===== src/rtl/spi_slave_byte_if.sv =====
// SPI mode-0 slave front end: synchronises the SPI pins into clk, deframes MOSI
// into words and serialises replies from a one-deep holding register onto MISO.
module spi_slave_byte_if #(
    parameter int                DATA_W      = 8,
    parameter int                SYNC_STAGES = 2,
    parameter logic [DATA_W-1:0] IDLE_WORD   = 8'hFF
) (
    input  logic              clk,
    input  logic              rst_n,
    input  logic              spi_sclk,
    input  logic              spi_cs_n,
    input  logic              spi_mosi,
    output logic              spi_miso,
    output logic              rx_valid,
    output logic [DATA_W-1:0] rx_data,
    input  logic              tx_valid,
    input  logic [DATA_W-1:0] tx_data,
    output logic              tx_ready,
    output logic              tx_underrun
);

    localparam int                CNT_W    = (DATA_W > 2) ? $clog2(DATA_W) : 1;
    localparam logic [CNT_W-1:0]  LAST_BIT = CNT_W'(DATA_W - 1);

    typedef enum logic [1:0] {
        WAIT_DESEL = 2'd0,
        IDLE       = 2'd1,
        ACTIVE     = 2'd2
    } state_t;

    // Synchronisers reset low so a frame already in progress at reset is never joined.
    logic [SYNC_STAGES-1:0] sclk_sync;
    logic [SYNC_STAGES-1:0] cs_n_sync;
    logic [SYNC_STAGES-1:0] mosi_sync;
    logic                   sclk_d;
    logic                   cs_n_d;

    logic sclk_s;
    logic cs_n_s;
    logic mosi_s;
    logic sclk_rise;
    logic sclk_fall;
    logic cs_n_rise;
    logic cs_n_fall;

    always_ff @(posedge clk or negedge rst_n) begin
        if (!rst_n) begin
            sclk_sync <= '0;
            cs_n_sync <= '0;
            mosi_sync <= '0;
            sclk_d    <= 1'b0;
            cs_n_d    <= 1'b0;
        end else begin
            sclk_sync <= {sclk_sync[SYNC_STAGES-2:0], spi_sclk};
            cs_n_sync <= {cs_n_sync[SYNC_STAGES-2:0], spi_cs_n};
            mosi_sync <= {mosi_sync[SYNC_STAGES-2:0], spi_mosi};
            sclk_d    <= sclk_sync[SYNC_STAGES-1];
            cs_n_d    <= cs_n_sync[SYNC_STAGES-1];
        end
    end

    assign sclk_s    = sclk_sync[SYNC_STAGES-1];
    assign cs_n_s    = cs_n_sync[SYNC_STAGES-1];
    assign mosi_s    = mosi_sync[SYNC_STAGES-1];
    assign sclk_rise = sclk_s & ~sclk_d;
    assign sclk_fall = ~sclk_s & sclk_d;
    assign cs_n_rise = cs_n_s & ~cs_n_d;
    assign cs_n_fall = ~cs_n_s & cs_n_d;

    state_t             state_q;
    state_t             state_nxt;
    logic [CNT_W-1:0]   bit_cnt_q;
    logic [DATA_W-2:0]  rx_shift_q;
    logic               word_done_q;
    logic [DATA_W-1:0]  tx_shift_q;
    logic [DATA_W-1:0]  tx_shift_nxt;
    logic [DATA_W-1:0]  hold_q;
    logic               hold_full_q;
    logic               miso_q;
    logic               load_evt;
    logic               shift_evt;
    logic               bit_evt;
    logic               tx_accept;

    always_ff @(posedge clk or negedge rst_n) begin
        if (!rst_n) begin
            state_q <= WAIT_DESEL;
        end else begin
            state_q <= state_nxt;
        end
    end

    // Deselect takes priority over any SCLK edge seen in the same cycle.
    always_comb begin
        state_nxt = state_q;
        load_evt  = 1'b0;
        shift_evt = 1'b0;
        bit_evt   = 1'b0;
        case (state_q)
            WAIT_DESEL: begin
                if (cs_n_s) begin
                    state_nxt = IDLE;
                end
            end
            IDLE: begin
                if (cs_n_fall) begin
                    state_nxt = ACTIVE;
                    load_evt  = 1'b1;
                end
            end
            ACTIVE: begin
                if (cs_n_rise) begin
                    state_nxt = IDLE;
                end else begin
                    bit_evt = sclk_rise;
                    if (sclk_fall) begin
                        if (bit_cnt_q == '0) begin
                            load_evt = 1'b1;
                        end else begin
                            shift_evt = 1'b1;
                        end
                    end
                end
            end
            default: begin
                state_nxt = WAIT_DESEL;
            end
        endcase
    end

    always_ff @(posedge clk or negedge rst_n) begin
        if (!rst_n) begin
            bit_cnt_q   <= '0;
            rx_shift_q  <= '0;
            word_done_q <= 1'b0;
            rx_data     <= '0;
            rx_valid    <= 1'b0;
        end else begin
            word_done_q <= 1'b0;
            rx_valid    <= word_done_q;
            if (state_q != ACTIVE) begin
                bit_cnt_q <= '0;
            end else if (bit_evt) begin
                rx_shift_q <= {rx_shift_q[DATA_W-3:0], mosi_s};
                if (bit_cnt_q == LAST_BIT) begin
                    bit_cnt_q   <= '0;
                    rx_data     <= {rx_shift_q, mosi_s};
                    word_done_q <= 1'b1;
                end else begin
                    bit_cnt_q <= bit_cnt_q + 1'b1;
                end
            end
        end
    end

    // A word accepted in the same cycle as a load event waits for the next one.
    assign tx_accept = tx_valid & ~hold_full_q;

    always_comb begin
        tx_shift_nxt = tx_shift_q;
        if (load_evt) begin
            tx_shift_nxt = hold_full_q ? hold_q : IDLE_WORD;
        end else if (shift_evt) begin
            tx_shift_nxt = {tx_shift_q[DATA_W-2:0], 1'b0};
        end
    end

    always_ff @(posedge clk or negedge rst_n) begin
        if (!rst_n) begin
            tx_shift_q  <= '0;
            hold_q      <= '0;
            hold_full_q <= 1'b0;
            tx_underrun <= 1'b0;
            miso_q      <= 1'b0;
        end else begin
            tx_shift_q  <= tx_shift_nxt;
            tx_underrun <= load_evt & ~hold_full_q;
            miso_q      <= (state_nxt == ACTIVE) ? tx_shift_nxt[DATA_W-1] : 1'b0;
            if (load_evt && hold_full_q) begin
                hold_full_q <= 1'b0;
            end
            if (tx_accept) begin
                hold_q      <= tx_data;
                hold_full_q <= 1'b1;
            end
        end
    end

    assign tx_ready = ~hold_full_q;
    assign spi_miso = miso_q;

endmodule


===== config.mk =====
export PLATFORM = sky130hd
export DESIGN_NAME = spi_slave_byte_if
export DESIGN_NICKNAME = d
export VERILOG_FILES = /design/src/rtl/spi_slave_byte_if.sv
export SDC_FILE = /design/constraint.sdc
export NUM_CORES = 1
export LEC_CHECK = 0
export ABC_AREA = 1
export CORE_ASPECT_RATIO = 0.8
export CORE_MARGIN = 1
export CORE_UTILIZATION = 35
export DETAILED_ROUTE_END_ITERATION = 12
export PLACE_DENSITY = 0.61
export SETUP_SLACK_MARGIN = 0.4
export SYNTH_ARGS = -nofsm -noshare
export SYNTH_HDL_FRONTEND = slang
export SYNTH_SLANG_ARGS = --single-unit

===== constraint.sdc =====
create_clock -name clk -period 2.88 [get_ports clk]
set_input_delay 0.288 -clock clk [delete_from_list [all_inputs] [get_ports clk]]
set_output_delay 0.288 -clock clk [all_outputs]
set_load 0.01 [all_outputs]

Word level (Yosys, flattened, before mapping). Index checks and enable logic that the tools add are counted.

Register bits after elaboration: 49. Logic and storage cells: 70. Bits of input ports: 14.

Bitwise gates (word level): 12. Muxes and demuxes: 27. Equality and inequality tests: 5. Reduce and logical (&&, ||, !) cells: 8. Add/sub/neg operators: 1.

Operator list (number): 8-bit 2-to-1 mux (3); 1-bit 2-to-1 mux (16); 3-bit 2-to-1 mux (3); 1-bit bitwise AND (6); 2-bit 2-to-1 mux (3); 1-bit NOT (6); 2-bit one-hot mux with 3 select lines (1); 2-bit nonzero test (3); 2-bit == test (second input constant) (2); 3-bit by 1-bit adder with 3-bit output (second input constant) (1); 3-bit == test (second input constant) (1); 3-bit logical NOT (1); 3-bit AND reduction (1); 2-bit by 1-bit == test with 1-bit output (second input constant) (1); 2-bit logical NOT (1); 2-bit != test (second input constant) (1); 1-bit one-hot mux with 2 select lines (1); 2-bit AND reduction (1); 1-bit logical AND (1).

Logic depth before layout (Yosys ltp). Gate-level depths: netlist of run 1.

Word-level depth: 8. Gate-level depth with buffers: 10. Mapped depth without buffers: 10.

Worst setup path before layout of run 1. OpenSTA, ideal clock, no wires.

Path kind: register -> register. Start: register state_q[0]. End: register hold_full_q. Path slack: 1.240 ns. Period minus slack after synthesis: 1.640 ns. Arrival: 1.522 ns. Cell stages (with the launch flop): 11. Buffers on the path: 1. Library setup time: 0.118 ns. Required time: 2.762 ns. Path through: dfrtp_1 inv_1 ha_1 inv_1 a21oi_4 nand2_1 nand2_4 nand2_4 buf_6 a21oi_1 inv_1.

Cells in the longest elaborated chain, start to end: 4. Elaborated cells on any way between the ends: 5. Those cells by class: eq/ne (2); mux (1); reduce/logical (2).

RTL lines: start, declared (RTL line 70) `state_t state_q;`; start signal, assigned (RTL line 89) `state_q <= state_nxt;`; 2-bit == test or 2-bit by 1-bit == test with 1-bit output (tied branches) (RTL line 99) `case (state_q)`; 1-bit one-hot mux with 2 select lines * (RTL line 99); 1-bit logical AND * (RTL line 179) `if (load_evt && hold_full_q) begin`; 2-bit nonzero test (no source line) *; end signal, assigned (RTL line 172) `hold_full_q <= 1'b0;`; end signal, assigned (RTL line 180) `hold_full_q <= 1'b0;`; end signal, assigned (RTL line 184) `hold_full_q <= 1'b1;`; end, declared (RTL line 78) `logic hold_full_q;`.

Every way passes the cells marked *; elsewhere a longest branch is shown, timed or not. A chain may end at the register's enable or synchronous reset.

Worst setup path after layout of run 1.
Start: register state_q[0]. End: register rx_data[1].

Cells in the longest elaborated chain, start to end: 3. Elaborated cells on any way between the ends: 5. Those cells by class: eq/ne (2); mux (1); bitwise (1); reduce/logical (1).

RTL lines: 2-bit == test or 2-bit != test (tied branches) (RTL line 99, 141); 1-bit 2-to-1 mux or 1-bit NOT (tied branches); 3-bit AND reduction (no source line) *; end signal, assigned (RTL line 147) `rx_data <= {rx_shift_q, mosi_s};`; end, declared (RTL line 15) `output logic [DATA_W-1:0] rx_data,`.

Marked as above.

==> run summary, run 1 <==
Num CTS Buffers = 5
max-cap violations = 0
Sink Count = 49
GRT Total Usage = 0.124
Post-Syn Area = 0.00208 sq mm
post-route setup TNS = 0 ns
vias in the first global route = 1,334
First-pass DRT Iterations = 4
RSZ-0062 raised after global routing = false
outcome = completed
final hold violations = 0
layout net count = 276
Fin Hold WS = 0.186 ns
P_leak = 1.21 nW
clock buffer depth = 2
register area share after synthesis = 0.589
Post-Route WL = 3380 um
Worst-Margin Slew = 1.07 ns
GR Overflow Total = 0
Final Critical Period = 1.91 ns
PwrDens = 708 mW/mm^2
drt drc = 0
n_diodes = 0
final setup fails = 0
clk slew on worst S/H paths = 0.09 ns
cell count after placement = 326
hold buffer count at cts = 0
Ys Warns = 0
number of post-CTS setup repair buffers = 0
share of cells above drive strength 1 = 0.0508
Crit Path Class = reg2reg
htree depth = 2
DR WL/cell = 10.1 um
Seq pwr share = 0.523
GPL Wtd Cong = 0.803
Post-CTS Resized = 0
io pins = 26
synthesized area per cell = 9.14 sq um
DP HPWL = 2320 um
worst IR drop on VDD = 0.348 mV
DIE WIDTH = 88.3 um
crit end category = flip-flop
pin count of the biggest net entering global routing = 50
die area = 0.00627 sq mm
CP arrival = 2.11 ns
vias = 1,455
antenna violations before repair = 0
initial cell density of the core = 0.373
Synth Register Bits = 49
storage element area = 0.00123 sq mm
fin cells = 334
syn_nets = 249
Layout fillers = 543
Synth cell types = 18
post-synth top area cell = dfrtp_1
crit path launch type = flip-flop
PortBufs = 25
skew final = 0.00922 ns
Clk pwr share = 0.235
most common cell after layout, fill and taps aside = nand2_1
crit path max fanout = 16
First DRT Iteration DRCs = 89
Hold Crit Class = in2async
switching power = 0.567 mW
Die Y = 71.0 um
Req. time, crit path = 3.08 ns
Max Freq = 524 MHz
Comb pwr share = 0.242
first-pass GRT wire length = 6010 um
commonest non-fill, non-tap cells in the layout = nand2_1, dfrtp_1, inv_1
Internal = 1.20 mW
cell count after synthesis = 228
Tot Pwr = 1.76 mW
Core Area = 0.00559 sq mm
post-synth top area share = 0.589
Area Growth Syn to Fin = 19.6%
Max Slew Vio Count = 0
post-route ant nets = 0
CTS tree = done
Final period util = 0.662
clk_lat worst skew = 0.29 ns
relative slew slack = 0.286
Synth area leaders = dfrtp_1, nand2_1, nand3_1
std cell rows = 24
drt via density = 4.36
switching share of power = 0.322
area of the multi-input gates = 714 sq um
Clock Tree Root = clkbuf_8
-- registers in the layout, indices dropped and copies added, names as in the netlist, 2 cells and up --
name	cells
bit_cnt_q	3
cs_n_sync	2
hold_q	8
mosi_sync	2
rx_data	8
rx_shift_q	7
sclk_sync	2
state_q	2
tx_shift_q	8
-- cell usage after synthesis --
master     n
clkbuf_1   1
inv_1     28
nand3_1   25
o31ai_1    1
o211ai_1   6
inv_2      1
a21oi_4    1
ha_1       7
nor2_1    15
nand2_4    2
o21ai_0   17
nand2_1   67
clkinv_1   1
o21a_1     1
a21oi_1    2
dfrtp_1   49
buf_2      3
buf_6      1
-- power by group through the flow --
stage / Sequential [mW] / Clock, mW / Combinational (mW)
after floorplan: 0.913 / 0 / 0.328
after global placement: 0.932 / 0 / 0.424
after detailed placement: 0.934 / 0 / 0.434
after CTS: 0.922 / 0.433 / 0.435
after global routing: 0.940 / 0.462 / 0.503
final: 0.922 / 0.415 / 0.427
-- cells by family after synthesis --
family / after synthesis / synth area share
flip-flops: 49 / 0.589
AND/OR/NAND/NOR: 109 / 0.219
buffers and inverters: 35 / 0.0685
adder cells (fa/ha/maj): 7 / 0.0420
AO/OA/AOI/OAI: 28 / 0.0823
-- per-layer routing --
metal	vias to the layer above	part of all wire	global-route usage
li1	774	-	-
met1	644	0.55	0.191
met2	35	0.40	0.169
met3	2	0.046	0.0385
met4	0	0.0056	0.0323
met5	-	0	0
-- critical path, cell delays in order, from the launching register on --
cell     delay [ns]
dfrtp_1        0.43
inv_1          0.12
ha_1           0.24
inv_1          0.09
a21oi_4        0.19
nand3_1        0.42
o21ai_0        0.33
-- cell type report --
type,count,share of cell area
Sequential cell,49,0.492
Multi-Input combinational cell,144,0.287
Timing Repair Buffer,25,0.0984
Inverter,30,0.0452
Clock buffer,6,0.0331
Tap cell,78,0.0392
Clock inverter,2,0.00552
-- metrics by stage --
| step | util | setup slack [ns] | area (sq um) |
|---|---|---|---|
| floorplan | - | 1.24 | 2080 |
| global placement | 0.429 | 1.05 | 2400 |
| detailed placement | 0.429 | 0.932 | 2400 |
| CTS | 0.446 | 0.942 | 2490 |
| global route | 0.446 | 0.720 | 2490 |
| finish | 0.446 | 0.973 | 2490 |
-- path summary, 6_finish.rpt --
check	startpoint	to	slack, ns	cells past startpoint
min in group clk	sclk_sync[0]$_DFF_PN0_	sclk_sync[1]$_DFF_PN0_	0.35	0
min	rst_n	rx_data[3]$_DFFE_PN0P_	0.19	1
max	state_q[0]$_DFF_PN0_	rx_data[1]$_DFFE_PN0P_	0.97	6
max in group asynchronous	rst_n	tx_shift_q[3]$_DFFE_PN0P_	2.04	1
max reg2reg	state_q[0]$_DFF_PN0_	rx_data[1]$_DFFE_PN0P_	0.97	6
min reg2reg	sclk_sync[0]$_DFF_PN0_	sclk_sync[1]$_DFF_PN0_	0.35	0
Note: power is estimated with default switching activity, not from simulation.
==> inputs of run 2 (changes only) <==
PLACE_DENSITY = 0.63   (was 0.61)
clock period = 1.7 ns   (was 2.88 ns; I/O delays follow)
==> run 2 against run 1 <==
Critical endpoint is now tx_shift_q[4]$_DFFE_PN0P_. Wire length rose by 22%. Largest power group unchanged. Power rose by 95%. Critical path depth rose by 4. Critical path type unchanged. Sequential share of layout area fell by 6.4 points.
==> run summary, run 2 (synthesis results as in run 1) <==
outcome = completed
clk_lat worst skew = 0.30 ns
crit path buf inv count = 3
PortBufs = 25
Die Y = 71.0 um
CP arrival = 1.73 ns
Max Freq = 672 MHz
Post-Route M1 WL = 2040 um
final setup fails = 0
hold path depth = 1
DR top layer = met4
Req. time, crit path = 1.94 ns
WL met2 = 1910 um
max-cap violations = 0
GRT Total Usage = 0.144
crit path cell chain = inv_2 -> ha_4 -> inv_1 -> nor2_1 -> nor2_1 -> nand2_2 -> buf_4 -> nor2_2 -> nand2_2 -> nand3_1
share of cells above drive strength 1 = 0.262
layout net count = 299
std cell rows = 24
post-route ant nets = 0
R2R cell count = 10
Largest regs = hold_q (8), rx_data (8), tx_shift_q (8)
CTS tree = done
drt via density = 4.53
PwrDens = 1200 mW/mm^2
Max Slew Vio Count = 0
Clock Tree Root = clkbuf_8
io pins = 26
reg2reg start = bit_cnt_q[0]$_DFFE_PN0P_
Layout fillers = 528
drt drc = 0
relative slew slack = 0.820
commonest non-fill, non-tap cells in the layout = nand2_1, dfrtp_1, inv_1
vias in the first global route = 1,539
Crit Path Class = reg2reg
worst IR drop on VDD = 0.703 mV
most common cell after layout, fill and taps aside = nand2_1
skew final = 0.00293 ns
antenna violations before repair = 0
GR Overflow Total = 0
P_leak = 1.42 nW
pin count of the biggest net entering global routing = 50
met3 wire length = 154 um
Num CTS Buffers = 5
DIE WIDTH = 88.3 um
Setup WS post-layout = 0.211 ns
Final Critical Period = 1.49 ns
final hold violations = 0
endpoint with the worst hold slack = cs_n_sync[0]$_DFF_PN0_
First DRT Iteration DRCs = 94
Slowest cell on crit path = dfrtp_1
DR WL/cell = 11.6 um
pre-CTS setup slack = 0.113 ns
worst stage delay on the critical path = 0.41 ns
DP HPWL = 2400 um
crit path max fanout = 6
crit path launch type = flip-flop
reg2reg end = tx_shift_q[4]$_DFFE_PN0P_
initial cell density of the core = 0.373
RSZ-0062 raised after global routing = true
post-route setup TNS = 0 ns
clock buffer depth = 2
n_diodes = 0
clk slew on worst S/H paths = 0.09 ns
worst hold start = spi_cs_n
GPL Wtd Cong = 0.791
Hold Crit Class = in2reg
Area Growth Syn to Fin = 37.8%
Core Area = 0.00559 sq mm
Final period util = 0.876
crit end category = flip-flop
vias = 1,617
Post-Route WL = 4130 um
First-pass DRT Iterations = 4
Largest delay share family, worst path = simple AND/OR/NAND/NOR gates
htree depth = 2
R2R Setup Slk = 0.21 ns
first-pass GRT wire length = 6990 um
die area = 0.00627 sq mm
Worst-Margin Slew = 0.269 ns
Sink Count = 49
==> run 2: report_power, final <==
part,switching (mW),internal (mW),leakage (nW)
logic,0.674,0.530,0.745
clock network,0.387,0.285,0.0439
registers,0.156,1.41,0.634
==> run 2: worst max-delay path by stage <==
stage | to | startpoint | cells after the start | slack [ns]
finish | tx_shift_q[4]$_DFFE_PN0P_ | bit_cnt_q[0]$_DFFE_PN0P_ | 10 | 0.21
detailed placement | hold_full_q$_DFFE_PN0P_ | state_q[0]$_DFF_PN0_ | 9 | 0.11
global route | tx_shift_q[4]$_DFFE_PN0P_ | bit_cnt_q[0]$_DFFE_PN0P_ | 10 | 0.11
CTS | hold_full_q$_DFFE_PN0P_ | state_q[0]$_DFF_PN0_ | 10 | 0.23
global placement | spi_miso$_DFF_PN0_ | state_q[0]$_DFF_PN0_ | 9 | 0.16
floorplan | hold_full_q$_DFFE_PN0P_ | state_q[0]$_DFF_PN0_ | 10 | 0.19
==> run 2: repair_timing <==
item / in CTS / in global routing
hold buffers: 1 / 0
pin swaps: 4 / 11
resized for setup: 35 / 35
gates cloned: 2 / 2
setup buffers: 11 / 3
hold endpoints to repair: 49 / 0
setup endpoints to repair: 40 / 31
==> run 2: per-layer routing <==
layer  up-vias  GRT usage
met4         0     0.0323
met3         3     0.0420
li1        824          -
met5         -          0
met1       752      0.201
met2        38      0.223
==> run 2: cell type report <==
type	instances	area [sq um]	area share
Clock inverter	3	17.5	0.00610
Tap cell	78	97.6	0.0340
Sequential cell	49	1230	0.428
Multi-Input combinational cell	147	941	0.328
Timing Repair Buffer	45	403	0.140
Inverter	30	115	0.0401
Clock buffer	5	68.8	0.0240
==> run 2: per-stage QoR <==
step | instances | cell area, sq um | total power, mW | hold WS [ns] | utilization
2_1_floorplan | 228 | 2100 | 2.13 | -0.126 | -
4_1_cts | 352 | 2740 | 3.35 | 0.292 | 0.491
5_1_grt | 357 | 2870 | 3.69 | 0.290 | 0.514
6_report | 357 | 2870 | 3.45 | 0.301 | 0.514
3_3_place_gp | 330 | 2460 | 2.34 | 0.179 | 0.440
3_5_place_dp | 330 | 2460 | 2.36 | 0.178 | 0.440
